===== config.mk =====
export PLATFORM = sky130hd
export DESIGN_NAME = sdr_move_gen
export DESIGN_NICKNAME = d
export VERILOG_FILES = /design/src/rtl/sdr_move_gen_pkg.sv /design/src/rtl/sdr_move_gen_sdr.sv /design/src/rtl/sdr_move_gen.sv
export SDC_FILE = /design/constraint.sdc
export NUM_CORES = 1
export LEC_CHECK = 0
export CAP_MARGIN = 20
export CORE_MARGIN = 2
export CORE_UTILIZATION = 40
export CTS_CLUSTER_SIZE = 14
export DETAILED_ROUTE_END_ITERATION = 10
export PLACE_DENSITY = 0.69
export SYNTH_ARGS = -nofsm -noshare
export SYNTH_HDL_FRONTEND = slang
export SYNTH_SLANG_ARGS = --single-unit

===== constraint.sdc =====
create_clock -name clock -period 2.05 [get_ports clock]
set_clock_uncertainty 0.05 [all_clocks]
set_input_delay 0.41 -clock clock [delete_from_list [all_inputs] [get_ports clock]]
set_output_delay 0.41 -clock clock [all_outputs]
set_load 0.05 [all_outputs]

===== src/rtl/sdr_move_gen_pkg.sv =====
// -----------------------------------------------------------------------------
// sdr_move_gen_pkg
// Shared definitions for the down-right checkers move generator.
//   BOARD_SQ   : squares on the board (32), index = 4*row + col, row 0 on top
//   ROW_SQ     : playable squares per row (4)
//   ROW_CNT    : rows on the board (8)
//   SDR_BORDER : destinations that no source square shifts into
//                (squares 0,1,2,3,8,16,24)
//   state_e    : FSM state encoding of the sequential engine
// -----------------------------------------------------------------------------
package sdr_move_gen_pkg;

   localparam int BOARD_SQ = 32;
   localparam int ROW_SQ   = 4;
   localparam int ROW_CNT  = 8;

   localparam logic [BOARD_SQ-1:0] SDR_BORDER = 32'h0101_010F;

   typedef enum logic [1:0] {
      ST_IDLE   = 2'd0,
      ST_SHIFT1 = 2'd1,
      ST_SHIFT2 = 2'd2,
      ST_DONE   = 2'd3
   } state_e;

endpackage : sdr_move_gen_pkg


===== src/rtl/sdr_move_gen_sdr.sv =====
// -----------------------------------------------------------------------------
// sdr_move_gen_sdr
// Purely combinational down-right diagonal shifter for the 32-square board.
//   Even row r, col c        -> row r+1, col c    (index + 4)
//   Odd  row r, col c < 3    -> row r+1, col c+1  (index + 5)
//   Odd col 3 and row 7 fall off the board and are dropped.
// Destinations with no source (SDR_BORDER) take the FILL value.
// Parameters:
//   FILL   : value driven onto border destinations (default 1)
// Ports:
//   src_i  : input board vector
//   dst_o  : shifted board vector
// -----------------------------------------------------------------------------
module sdr_move_gen_sdr
   import sdr_move_gen_pkg::*;
#(
   parameter logic FILL = 1'b1
) (
   input  logic [ROW_SQ*ROW_CNT-1:0] src_i,
   output logic [ROW_SQ*ROW_CNT-1:0] dst_o
);

   // Each destination selects its unique source; the source row parity is the
   // opposite of the destination row parity.
   for (genvar d = 0; d < ROW_SQ*ROW_CNT; d++) begin : g_dst
      if (SDR_BORDER[d]) begin : g_fill
         assign dst_o[d] = FILL;
      end else if (((d / ROW_SQ) % 2) == 1) begin : g_from_even
         assign dst_o[d] = src_i[d-4];
      end else begin : g_from_odd
         assign dst_o[d] = src_i[d-5];
      end
   end

endmodule : sdr_move_gen_sdr


===== src/rtl/sdr_move_gen.sv =====
// -----------------------------------------------------------------------------
// sdr_move_gen
// Sequential down-right move generator for one side of a checkers board.
// Accepts a board (own/opp) when idle, then performs one diagonal shift per
// cycle through a single shared shifter:
//   SHIFT1 : simple moves and capture candidates from sdr(own)
//   SHIFT2 : capture landings from sdr(captured squares)
//   DONE   : result presented until the consumer accepts it
// Overlapping own/opp squares are treated as own; overlap_err flags them.
//
// Build option:
//   FORCE_JUMP_EN : when defined, move_dst is presented as 0 whenever any
//                   capture exists (mandatory capture); jump_dst unchanged.
//
// Ports:
//   clock       : system clock, rising edge
//   reset_n     : asynchronous active-low reset
//   in_valid    : request valid
//   in_ready    : engine idle, request accepted on in_valid
//   own         : squares holding the moving side's pieces
//   opp         : squares holding opponent pieces
//   out_valid   : result valid
//   out_ready   : consumer accepts result
//   move_dst    : empty squares reachable by a one-step down-right move
//   jump_dst    : empty landing squares of a down-right capture
//   jump_any    : OR-reduction of jump_dst
//   overlap_err : own and opp shared a square in this request
// -----------------------------------------------------------------------------
module sdr_move_gen
   import sdr_move_gen_pkg::*;
#(
   parameter int BOARD_W = BOARD_SQ
) (
   input  logic               clock,
   input  logic               reset_n,
   input  logic               in_valid,
   output logic               in_ready,
   input  logic [BOARD_W-1:0] own,
   input  logic [BOARD_W-1:0] opp,
   output logic               out_valid,
   input  logic               out_ready,
   output logic [BOARD_W-1:0] move_dst,
   output logic [BOARD_W-1:0] jump_dst,
   output logic               jump_any,
   output logic               overlap_err
);

   state_e             state_q;
   logic               in_ready_q;
   logic               out_valid_q;

   logic [BOARD_W-1:0] own_q;
   logic [BOARD_W-1:0] opp_q;
   logic [BOARD_W-1:0] empty_q;
   logic               ovl_q;
   logic [BOARD_W-1:0] move_q;
   logic [BOARD_W-1:0] cap_q;

   logic [BOARD_W-1:0] move_dst_q;
   logic [BOARD_W-1:0] jump_dst_q;
   logic               jump_any_q;
   logic               overlap_err_q;

   logic [BOARD_W-1:0] shf_src_d;
   logic [BOARD_W-1:0] shf_dst_d;
   logic [BOARD_W-1:0] jump_d;
   logic [BOARD_W-1:0] move_out_d;

   // One shifter serves both passes: own pieces first, captured squares second.
   assign shf_src_d = (state_q == ST_SHIFT2) ? cap_q : own_q;

   sdr_move_gen_sdr #(
      .FILL (1'b0)
   ) u_sdr (
      .src_i (shf_src_d),
      .dst_o (shf_dst_d)
   );

   assign jump_d = shf_dst_d & empty_q;

`ifdef FORCE_JUMP_EN
   assign move_out_d = (|jump_d) ? '0 : move_q;
`else
   assign move_out_d = move_q;
`endif

   always_ff @(posedge clock or negedge reset_n) begin
      if (!reset_n) begin
         state_q       <= ST_IDLE;
         in_ready_q    <= 1'b1;
         out_valid_q   <= 1'b0;
         own_q         <= '0;
         opp_q         <= '0;
         empty_q       <= '0;
         ovl_q         <= 1'b0;
         move_q        <= '0;
         cap_q         <= '0;
         move_dst_q    <= '0;
         jump_dst_q    <= '0;
         jump_any_q    <= 1'b0;
         overlap_err_q <= 1'b0;
      end else begin
         case (state_q)
            ST_IDLE: begin
               if (in_valid) begin
                  own_q      <= own;
                  opp_q      <= opp & ~own;
                  empty_q    <= ~(own | opp);
                  ovl_q      <= |(own & opp);
                  in_ready_q <= 1'b0;
                  state_q    <= ST_SHIFT1;
               end
            end
            ST_SHIFT1: begin
               move_q  <= shf_dst_d & empty_q;
               cap_q   <= shf_dst_d & opp_q;
               state_q <= ST_SHIFT2;
            end
            ST_SHIFT2: begin
               // Outputs change only on entry to DONE so they hold through IDLE.
               jump_dst_q    <= jump_d;
               jump_any_q    <= |jump_d;
               move_dst_q    <= move_out_d;
               overlap_err_q <= ovl_q;
               out_valid_q   <= 1'b1;
               state_q       <= ST_DONE;
            end
            ST_DONE: begin
               if (out_ready) begin
                  out_valid_q <= 1'b0;
                  in_ready_q  <= 1'b1;
                  state_q     <= ST_IDLE;
               end
            end
            default: begin
               state_q     <= ST_IDLE;
               in_ready_q  <= 1'b1;
               out_valid_q <= 1'b0;
            end
         endcase
      end
   end

   assign in_ready    = in_ready_q;
   assign out_valid   = out_valid_q;
   assign move_dst    = move_dst_q;
   assign jump_dst    = jump_dst_q;
   assign jump_any    = jump_any_q;
   assign overlap_err = overlap_err_q;

endmodule : sdr_move_gen


==> results of run 1 <==
-- cell usage in the layout, fill, tap and decap left out, types with 21 or more instances in the layout --
cell type / netlist / final
nand2b_1: 23 / 23
clkdlybuf4s50_1: 0 / 67
o21ai_0: 41 / 41
inv_1: 55 / 54
buf_4: 15 / 46
dlygate4sd2_1: 0 / 21
nand2_1: 71 / 70
mux2_2: 63 / 62
o31ai_1: 25 / 25
dfrtp_1: 167 / 166
o22ai_1: 29 / 29
nand3_1: 21 / 21
-- per-stage QoR --
step           hold WS, ns  cell area (um2)  power [W]  utilization (%)  instances
5_1_grt              0.468             9280     0.0146             53.5        998
2_1_floorplan       0.0644             7170    0.00880                -        637
6_report             0.426             9280     0.0138             53.5        998
3_3_place_gp         0.318             8650     0.0105             49.8        962
3_5_place_dp         0.323             8650     0.0107             49.8        962
4_1_cts              0.431             9210     0.0137             53.0        993
-- Yosys cell counts, types with 2 or more instances --
library cell and instances:
dfrtp_1 167, nand2_1 71, mux2_2 63, inv_1 55, o21ai_0 41, o22ai_1 29, o31ai_1 25, nand2b_1 23
nand3_1 21, clkbuf_1 20, nor2b_1 18, mux2i_1 16, buf_4 15, a22oi_1 7, buf_2 7, a21oi_1 6
ha_1 5, a221oi_1 4, a22o_1 4, a222oi_1 3, a31o_2 3, and4_1 3, nor2_1 3, a31oi_1 2
buf_1 2, nand4b_1 2, nor3_1 2
-- flip-flops by register name (all words and copies together), names as in the netlist --
| register | cells |
|---|---|
| empty_q | 25 |
| jump_dst | 25 |
| move_dst | 25 |
| move_out_d | 25 |
| own_q | 25 |
| cap_q | 18 |
| opp_q | 18 |
| state_q | 2 |
| in_ready | 1 |
| jump_any | 1 |
| out_valid | 1 |
| overlap_err | 1 |
| ovl_q | 1 |
-- routing by layer --
metal / GRT usage, % / up-vias
met5: 0 / -
met4: 8.30 / 0
met3: 3.90 / 35
met2: 30.1 / 189
met1: 27.7 / 2575
li1: - / 2402
-- kinds of logic after synthesis --
group                    after synthesis  synth area share [%]
flip-flops                           168                  59.1
AND/OR/NAND/NOR                      146                  10.1
AO/OA/AOI/OAI                        124                  11.2
buffers and inverters                100                  6.29
multiplexers                          80                  12.4
adder cells (fa/ha/maj)                5                 0.879
other                                  1                0.0527
-- layout make-up --
class	instances	area, um2
clock buffers	22	474
clock inverters	8	71.3
fillers	1485	8070
inverters	55	206
multi-input cells	369	2560
flip-flops and latches	168	4210
well taps	225	282
repair buffers	151	1480
-- worst reg2reg max path, cell delays in order, from the launching register on --
cell and delay [ns]:
dfrtp_1 0.39, inv_2 0.08, ha_4 0.21, mux2_4 0.34, a222oi_1 0.41, nor4b_2 0.28
a31oi_1 0.11
-- what timing repair did --
item	4_1_cts	5_1_grt
hold buffers	1	0
gates resized for setup	26	9
endpoints found under the setup margin	22	8
pin swaps	1	2
buffers inserted	0	4
endpoints found under the hold margin	41	0
gates cloned	0	1
-- power by group --
group / total, W / switching [W] / leakage, nW / internal [W]
clock: 0.00299 / 0.00125 / 0.272 / 0.00175
combinational: 0.00535 / 0.00311 / 1.88 / 0.00224
sequential: 0.00543 / 0.000883 / 2.21 / 0.00455
total: 0.0138 / 0.00524 / 4.36 / 0.00853
-- worst min-delay path by stage --
stage,endpoint,slack [ns],depth (start not counted)
3_5_place_dp,jump_dst[12],0.32,1
2_1_floorplan,cap_q[10],0.06,0
4_1_cts,empty_q[6],0.43,2
3_3_place_gp,jump_dst[12],0.32,1
5_1_grt,empty_q[5],0.47,2
6_report,jump_dst[7],0.43,2
==> impl_metrics.toml, run 1 <==
[outcome]
outcome = "completed"

[finish]
finalNetCount = 835
antenna_cells = 0
layout-drive-gt1-share_pct = 20.6
area_growth_pct = 30.4

[die]
die_h_um = 137
ios = 136
rows = 48
dieArea_mm2 = 0.0189
core_area_mm2 = 0.0174
start_util_pct = 41.0
fp.dieW_um = 137

[setup_path]
required_ns = 1.59
cp.depth = 1
startpoint_type = "register"
crit_path_top_delay_cell = "clkdlybuf4s50_1"
crit_fanout = 2
cp-startpoint = "move_dst[12]"
path_buf_inv = 1
crit_end = "move_dst[12]"
arrival_ns = 1.56
r2r-start = "state_q[0]"
end_kind = "primary output"
critical_path.top_delay_family = "buffers and inverters"
rr_worst_depth = 6
max_stage_delay_ns = 0.80
rr_endpoint = "jump_any"
ff2ff_setup_slack_ns = 0.05
crit_type = "reg2out"
worstPathCellList = "clkdlybuf4s50_1"

[route]
wl_per_cell_um = 17.9
wl_um = 17800
met1_length_um = 8280
drtIter0Drc = 368
routed.top_layer = "met4"
via_per_inst = 5.21
drtAntennaViolNets = 0
first_pass_iters = 6
drc = 0
met3WireLength_um = 990
wl_met2_um = 8070
vias = 5201

[yosys]
yosysTopAreaCellShare_pct = 58.7
yosysTopAreaCell = "dfrtp_1"
ys_warn_count = 0
synth_edf_count = 0
synth_area_leaders = "dfrtp_1 (59%), mux2_2 (10%), nand2_1 (3.7%), inv_1 (2.9%), o21ai_0 (2.9%)"
syn_inst = 624
ys_seq_elements = 168
synth_area_per_cell_um2 = 11.4
synthArstFlopShare_pct = 100
ys_types = 34
synth_area_mm2 = 0.00712
ys.flop_type = "dfrtp_1"
seq_area_frac_synth_pct = 59.1

[timing]
finalWorstSetupSlack_ns = 0.0287
fin_crit_ns = 2.02
max_slew_margin_pct = 65.6
tightest_slew_ns = 0.516
finalHoldViolCount = 0
max_freq_mhz = 495
rsz0062_at_grt = "yes"
fin_tns_setup_ns = 0
drv_slew = 0
period_share_pct = 98.6
finalSetupViolCount = 0

[clock_network]
root_buffer = "clkbuf_16"
cts.sinks = 168
path_clk_slew_ns = 0.06
clk_path_buf_depth = 2
cts_buffers = 17
ctsHtreeMaxLevel = 4
clk_latency_ns = 0.43
cts_tree = "done"

[global_routing]
grt_start_max_net_pins = 67
grt_pass1_vias = 5383
grt-ovfl-total = 0
grt.total_usage_pct = 19.8
grt_first_pass_wirelength_um = 28200
antenna_found_initial = 0

[placement]
place_hpwl_um = 12700
pre_cts_ws_ns = -0.0851
port-buffer-count = 121
place_congestion = 0.818

[power_and_ir_drop]
p_leak_nw = 4.36
p_per_area_mw_per_mm2 = 1480
peakVddDrop_mv = 0.747

[flow_run]
maxCapViolCount = 0

[worst_hold_path]
hp-class = "in2async"
Power figures use the tool's default switching activity.
==> inputs of run 2 (changes only) <==
--- a/config.mk
+++ b/config.mk
@@ -10,7 +10,8 @@
 export CORE_UTILIZATION = 40
 export CTS_CLUSTER_SIZE = 14
 export DETAILED_ROUTE_END_ITERATION = 10
-export PLACE_DENSITY = 0.69
+export PLACE_DENSITY = 0.66
 export SYNTH_ARGS = -nofsm -noshare
 export SYNTH_HDL_FRONTEND = slang
+export SYNTH_HIERARCHICAL = 1
 export SYNTH_SLANG_ARGS = --single-unit
==> run 2 against run 1 <==
Against the previous run:
- the run now ends with setup timing left
- synthesized cell count rose by 35%
- highest routed layer unchanged
- final area is 27% higher
- critical endpoint is now jump_any
- die area up 27%
- sequential share of layout area is 0.64 points lower
- core utilization decreased by 1.2 points
- clock power rose by 41%
- via count increased by 27%
- critical path depth increased by 7
- total power grew 46%
- setup slack got worse by 0.20 ns
- critical path type is now reg2reg
- flip-flop and latch count increased by 42
==> impl_metrics.toml, run 2 <==
[timing]
finalHoldViolCount = 0
finalWorstSetupSlack_ns = -0.174
fin_crit_ns = 2.22
finalSetupViolCount = 1
drv_slew = 0
max_freq_mhz = 450
fin_tns_setup_ns = -0.174
period_share_pct = 108
rsz0062_at_grt = "yes"

[placement]
port-buffer-count = 135
pre_cts_ws_ns = -0.165
place_area_mm2 = 0.0108
place_hpwl_um = 16600
place_congestion = 0.850

[finish]
mostFrequentLayoutCell = "dfrtp_1"
multi_input_area_mm2 = 0.00316
fill_cells = 1989
finalNetCount = 1064
layout_common_cells = "dfrtp_1 (209), o21ai_0 (117), buf_4 (94)"
regArea_mm2 = 0.00526
layout-drive-gt1-share_pct = 24.3
area_growth_pct = 29.4
antenna_cells = 0
final_area_mm2 = 0.0118

[setup_path]
rr_worst_depth = 8
ff2ff_setup_slack_ns = -0.17
crit_type = "reg2reg"
end_kind = "register"
rr_endpoint = "jump_any"
r2r-start = "state_q[0]"
crit_fanout = 6
required_ns = 2.39
startpoint_type = "register"
arrival_ns = 2.56

[global_routing]
grt_pass1_vias = 6695
grt_start_max_net_pins = 68
grt_first_pass_wirelength_um = 36500
antenna_found_initial = 0
grt-ovfl-total = 0
grt.total_usage_pct = 19.3

[route]
wl_um = 23100
drtIter0Drc = 387
via_per_inst = 5.12
drc = 0
vias = 6607
wl_per_cell_um = 17.9
first_pass_iters = 5
drtAntennaViolNets = 0

[worst_hold_path]
hp-class = "in2async"

[power_and_ir_drop]
p_per_area_mw_per_mm2 = 1710
peakVddDrop_mv = 0.708
switching_share_pct = 39.2
p_switching_w = 0.00790
power_frac_comb_pct = 43.0
seq_power_share_pct = 36.1
p_int_w = 0.0123
p_leak_nw = 5.37
pwr-share-clk_pct = 20.9

[die]
die_h_um = 155
fp.dieW_um = 155
ios = 136
rows = 55
start_util_pct = 40.4
core_area_mm2 = 0.0225
dieArea_mm2 = 0.0239

[clock_network]
cts_buffers = 23
cts.sinks = 210
cts_tree = "done"
clk_path_buf_depth = 3
root_buffer = "clkbuf_16"
clk_latency_ns = 0.50
ctsHtreeMaxLevel = 1
path_clk_slew_ns = 0.06

[yosys]
syn_inst = 843
ys_warn_count = 6
synth_area_mm2 = 0.00909
synth_area_per_cell_um2 = 10.8

[outcome]
violations = "setup timing"
outcome = "finished, violations left"

[flow_run]
maxCapViolCount = 0
run 2: cell type report:
cell class	instances	share of cell area, %
Multi-Input combinational cell	469	26.9
Clock inverter	9	1.05
Inverter	92	2.93
Sequential cell	210	44.7
Tap cell	285	3.03
Timing Repair Buffer	195	15.9
Clock buffer	30	5.54
run 2: power by group through the flow:
stage	clock, W	combinational (W)	sequential, W
2_1_floorplan	0	0.00422	0.00871
6_report	0.00422	0.00866	0.00727
3_5_place_dp	0	0.00827	0.00731
3_3_place_gp	0	0.00810	0.00728
5_1_grt	0.00448	0.00933	0.00750
4_1_cts	0.00430	0.00854	0.00726
run 2: metrics by stage:
step           util, %  hold WS (ns)  total power (W)  instances
6_report          52.3         0.354           0.0202       1290
5_1_grt           52.3         0.367           0.0213       1290
4_1_cts           52.0         0.353           0.0201       1285
3_5_place_dp      48.0         0.311           0.0156       1239
3_3_place_gp      48.0         0.308           0.0154       1239
2_1_floorplan        -        0.0644           0.0129        849
run 2: worst max-delay path by stage:
stage,start,end,slack (ns),cells after the start
final,state_q[0],jump_any,-0.17,8
after global routing,state_q[0],jump_any,-0.22,8
after CTS,state_q[0],jump_any,-0.14,8
after detailed placement,state_q[0],jump_any,-0.16,8
after global placement,state_q[0],jump_any,-0.09,8
after floorplan,state_q[0],jump_any,-0.26,11
run 2: timing repair:
item	4_1_cts	5_1_grt
endpoints found under the setup margin	18	1
hold endpoints to repair	31	0
pin swaps	8	7
gates resized for setup	25	4
hold buffers	1	0
gates cloned	1	1
buffers inserted	5	4
run 2: worst max-delay path, cell delays in order (launching register included):
cell      delay, ns
dfrtp_1        0.39
inv_2          0.08
ha_4           0.21
buf_12         0.15
buf_8          0.13
mux2_2         0.35
a221oi_2       0.26
nand4_1        0.13
o32a_1         0.37
run 2: layer usage:
metal / vias up / global-route usage (%) / wire [um]
met5: - / 0 / 0
met4: 0 / 6.04 / 601
met3: 34 / 3.42 / 991
met2: 172 / 31.0 / 11100
met1: 3257 / 26.8 / 10400
li1: 3144 / - / -
==> inputs of run 3 (changes only) <==
--- a/config.mk
+++ b/config.mk
@@ -10,7 +10,7 @@
 export CORE_UTILIZATION = 40
 export CTS_CLUSTER_SIZE = 14
 export DETAILED_ROUTE_END_ITERATION = 10
-export PLACE_DENSITY = 0.66
+export PLACE_DENSITY_LB_ADDON = 0.1
 export SYNTH_ARGS = -nofsm -noshare
 export SYNTH_HDL_FRONTEND = slang
 export SYNTH_HIERARCHICAL = 1
==> run 3 against run 2 <==
Against the previous run:
- the flow still finishes with violations (setup timing)
- register-to-register slack better by 0.02 ns
- sequential share of layout area up 0.35 points
- total power down 1.8%
- fmax up 1.0%
- cell count up 0.23%
- combinational power down 4.0%
- die area unchanged
- setup slack better by 0.022 ns
- clock-buffer cell count up 1
- clock power about the same
- critical path depth up 1
- largest cell class unchanged
- largest power group unchanged
- highest routed layer unchanged
==> impl_metrics.toml, run 3 (synthesis gave the netlist of run 2 again) <==
[flow_run]
maxCapViolCount = 0

[worst_hold_path]
hp-class = "in2async"

[setup_path]
end_kind = "register"
crit_type = "reg2reg"
arrival_ns = 2.55
rr_endpoint = "jump_any"
ff2ff_setup_slack_ns = -0.15
required_ns = 2.39
crit_fanout = 7
rr_worst_depth = 9
cp-startpoint = "state_q[0]"
startpoint_type = "register"
r2r-start = "state_q[0]"

[route]
drc = 0
drtAntennaViolNets = 0
drtIter0Drc = 294
routed.top_layer = "met4"
met1_length_um = 11200
first_pass_iters = 4
via_per_inst = 5.05
wl_met2_um = 10600
met3WireLength_um = 911
wl_per_cell_um = 17.9
vias = 6528
wl_um = 23100

[clock_network]
ctsHtreeMaxLevel = 1
path_clk_slew_ns = 0.06
clk_path_buf_depth = 3
clk_latency_ns = 0.51
root_buffer = "clkbuf_16"
cts_buffers = 23
cts.sinks = 210
cts_tree = "done"

[global_routing]
grt-ovfl-total = 0
grt_pass1_vias = 6553
grt_first_pass_wirelength_um = 36900
antenna_found_initial = 0
grt_start_max_net_pins = 62
grt.total_usage_pct = 19.5

[finish]
multi_input_area_mm2 = 0.00314
regArea_mm2 = 0.00526
final_area_mm2 = 0.0117
layout_common_cells = "dfrtp_1 (209), o21ai_0 (117), inv_1 (91)"
antenna_cells = 0
finalNetCount = 1064
layout-drive-gt1-share_pct = 23.1
mostFrequentLayoutCell = "dfrtp_1"
fill_cells = 2087
area_growth_pct = 28.4

[timing]
fin_tns_setup_ns = -0.152
finalWorstSetupSlack_ns = -0.152
rsz0062_at_grt = "yes"
drv_slew = 0
finalSetupViolCount = 1
period_share_pct = 107
max_freq_mhz = 454
tightest_slew_ns = 0.513
max_slew_margin_pct = 65.9
fin_crit_ns = 2.20
finalHoldViolCount = 0

[die]
dieArea_mm2 = 0.0239
ios = 136
core_area_mm2 = 0.0225
start_util_pct = 40.4
fp.dieW_um = 155
die_h_um = 155
rows = 55

[outcome]
violations = "setup timing"
outcome = "finished, violations left"

[placement]
place_hpwl_um = 16400
place_congestion = 0.830
place_area_mm2 = 0.0108
pre_cts_ws_ns = -0.137
port-buffer-count = 135

[power_and_ir_drop]
p_leak_nw = 5.33
p_per_area_mw_per_mm2 = 1690
peakVddDrop_mv = 0.798
==> run 3: worst max-delay path: stages, from the launching register on <==
cell	delay [ns]
dfrtp_1	0.38
inv_2	0.08
ha_4	0.17
buf_12	0.14
buf_8	0.14
buf_4	0.11
mux2_2	0.33
a22oi_1	0.20
nand4_1	0.14
o32a_1	0.35
==> run 3: repair_timing <==
action | 4_1_cts | 5_1_grt
endpoints found under the setup margin | 29 | 1
hold buffers | 1 | 0
gates cloned | 0 | 1
setup buffers | 2 | 5
pin swaps | 1 | 7
endpoints found under the hold margin | 48 | 0
resized for setup | 28 | 8
==> run 3: how the worst max path moves through the flow <==
stage | end | slack [ns]
after floorplan | jump_any | -0.26
after global placement | jump_any | -0.12
after detailed placement | jump_any | -0.14
after CTS | jump_any | -0.14
after global routing | jump_any | -0.25
final | jump_any | -0.15
==> run 3: where the power goes <==
group          leakage [nW]  internal, W  switching, W
Combinational          2.20      0.00338       0.00492
Sequential             2.76      0.00599       0.00129
Clock                 0.372      0.00250       0.00170
==> run 3: per-layer routing <==
layer | vias up | track usage [%]
li1 | 3161 | -
met1 | 3192 | 28.9
met2 | 146 | 30.7
met3 | 29 | 2.72
met4 | 0 | 4.50
met5 | - | 0
==> run 3: metrics by stage <==
stage	power (W)	util, %	hold WS, ns	cells
after CTS	0.0197	51.5	0.415	1287
after floorplan	0.0129	-	0.0644	849
after global routing	0.0211	51.9	0.436	1293
after global placement	0.0155	48.1	0.375	1242
after detailed placement	0.0156	48.1	0.377	1242
final	0.0198	51.9	0.402	1293
==> run 3: area by class of cell <==
| class | instances | share of cell area, % |
|---|---|---|
| Tap cell | 285 | 3.05 |
| Clock inverter | 11 | 1.02 |
| Timing Repair Buffer | 195 | 15.4 |
| Inverter | 92 | 2.96 |
| Clock buffer | 31 | 5.62 |
| Multi-Input combinational cell | 469 | 26.9 |
| Sequential cell | 210 | 45.0 |
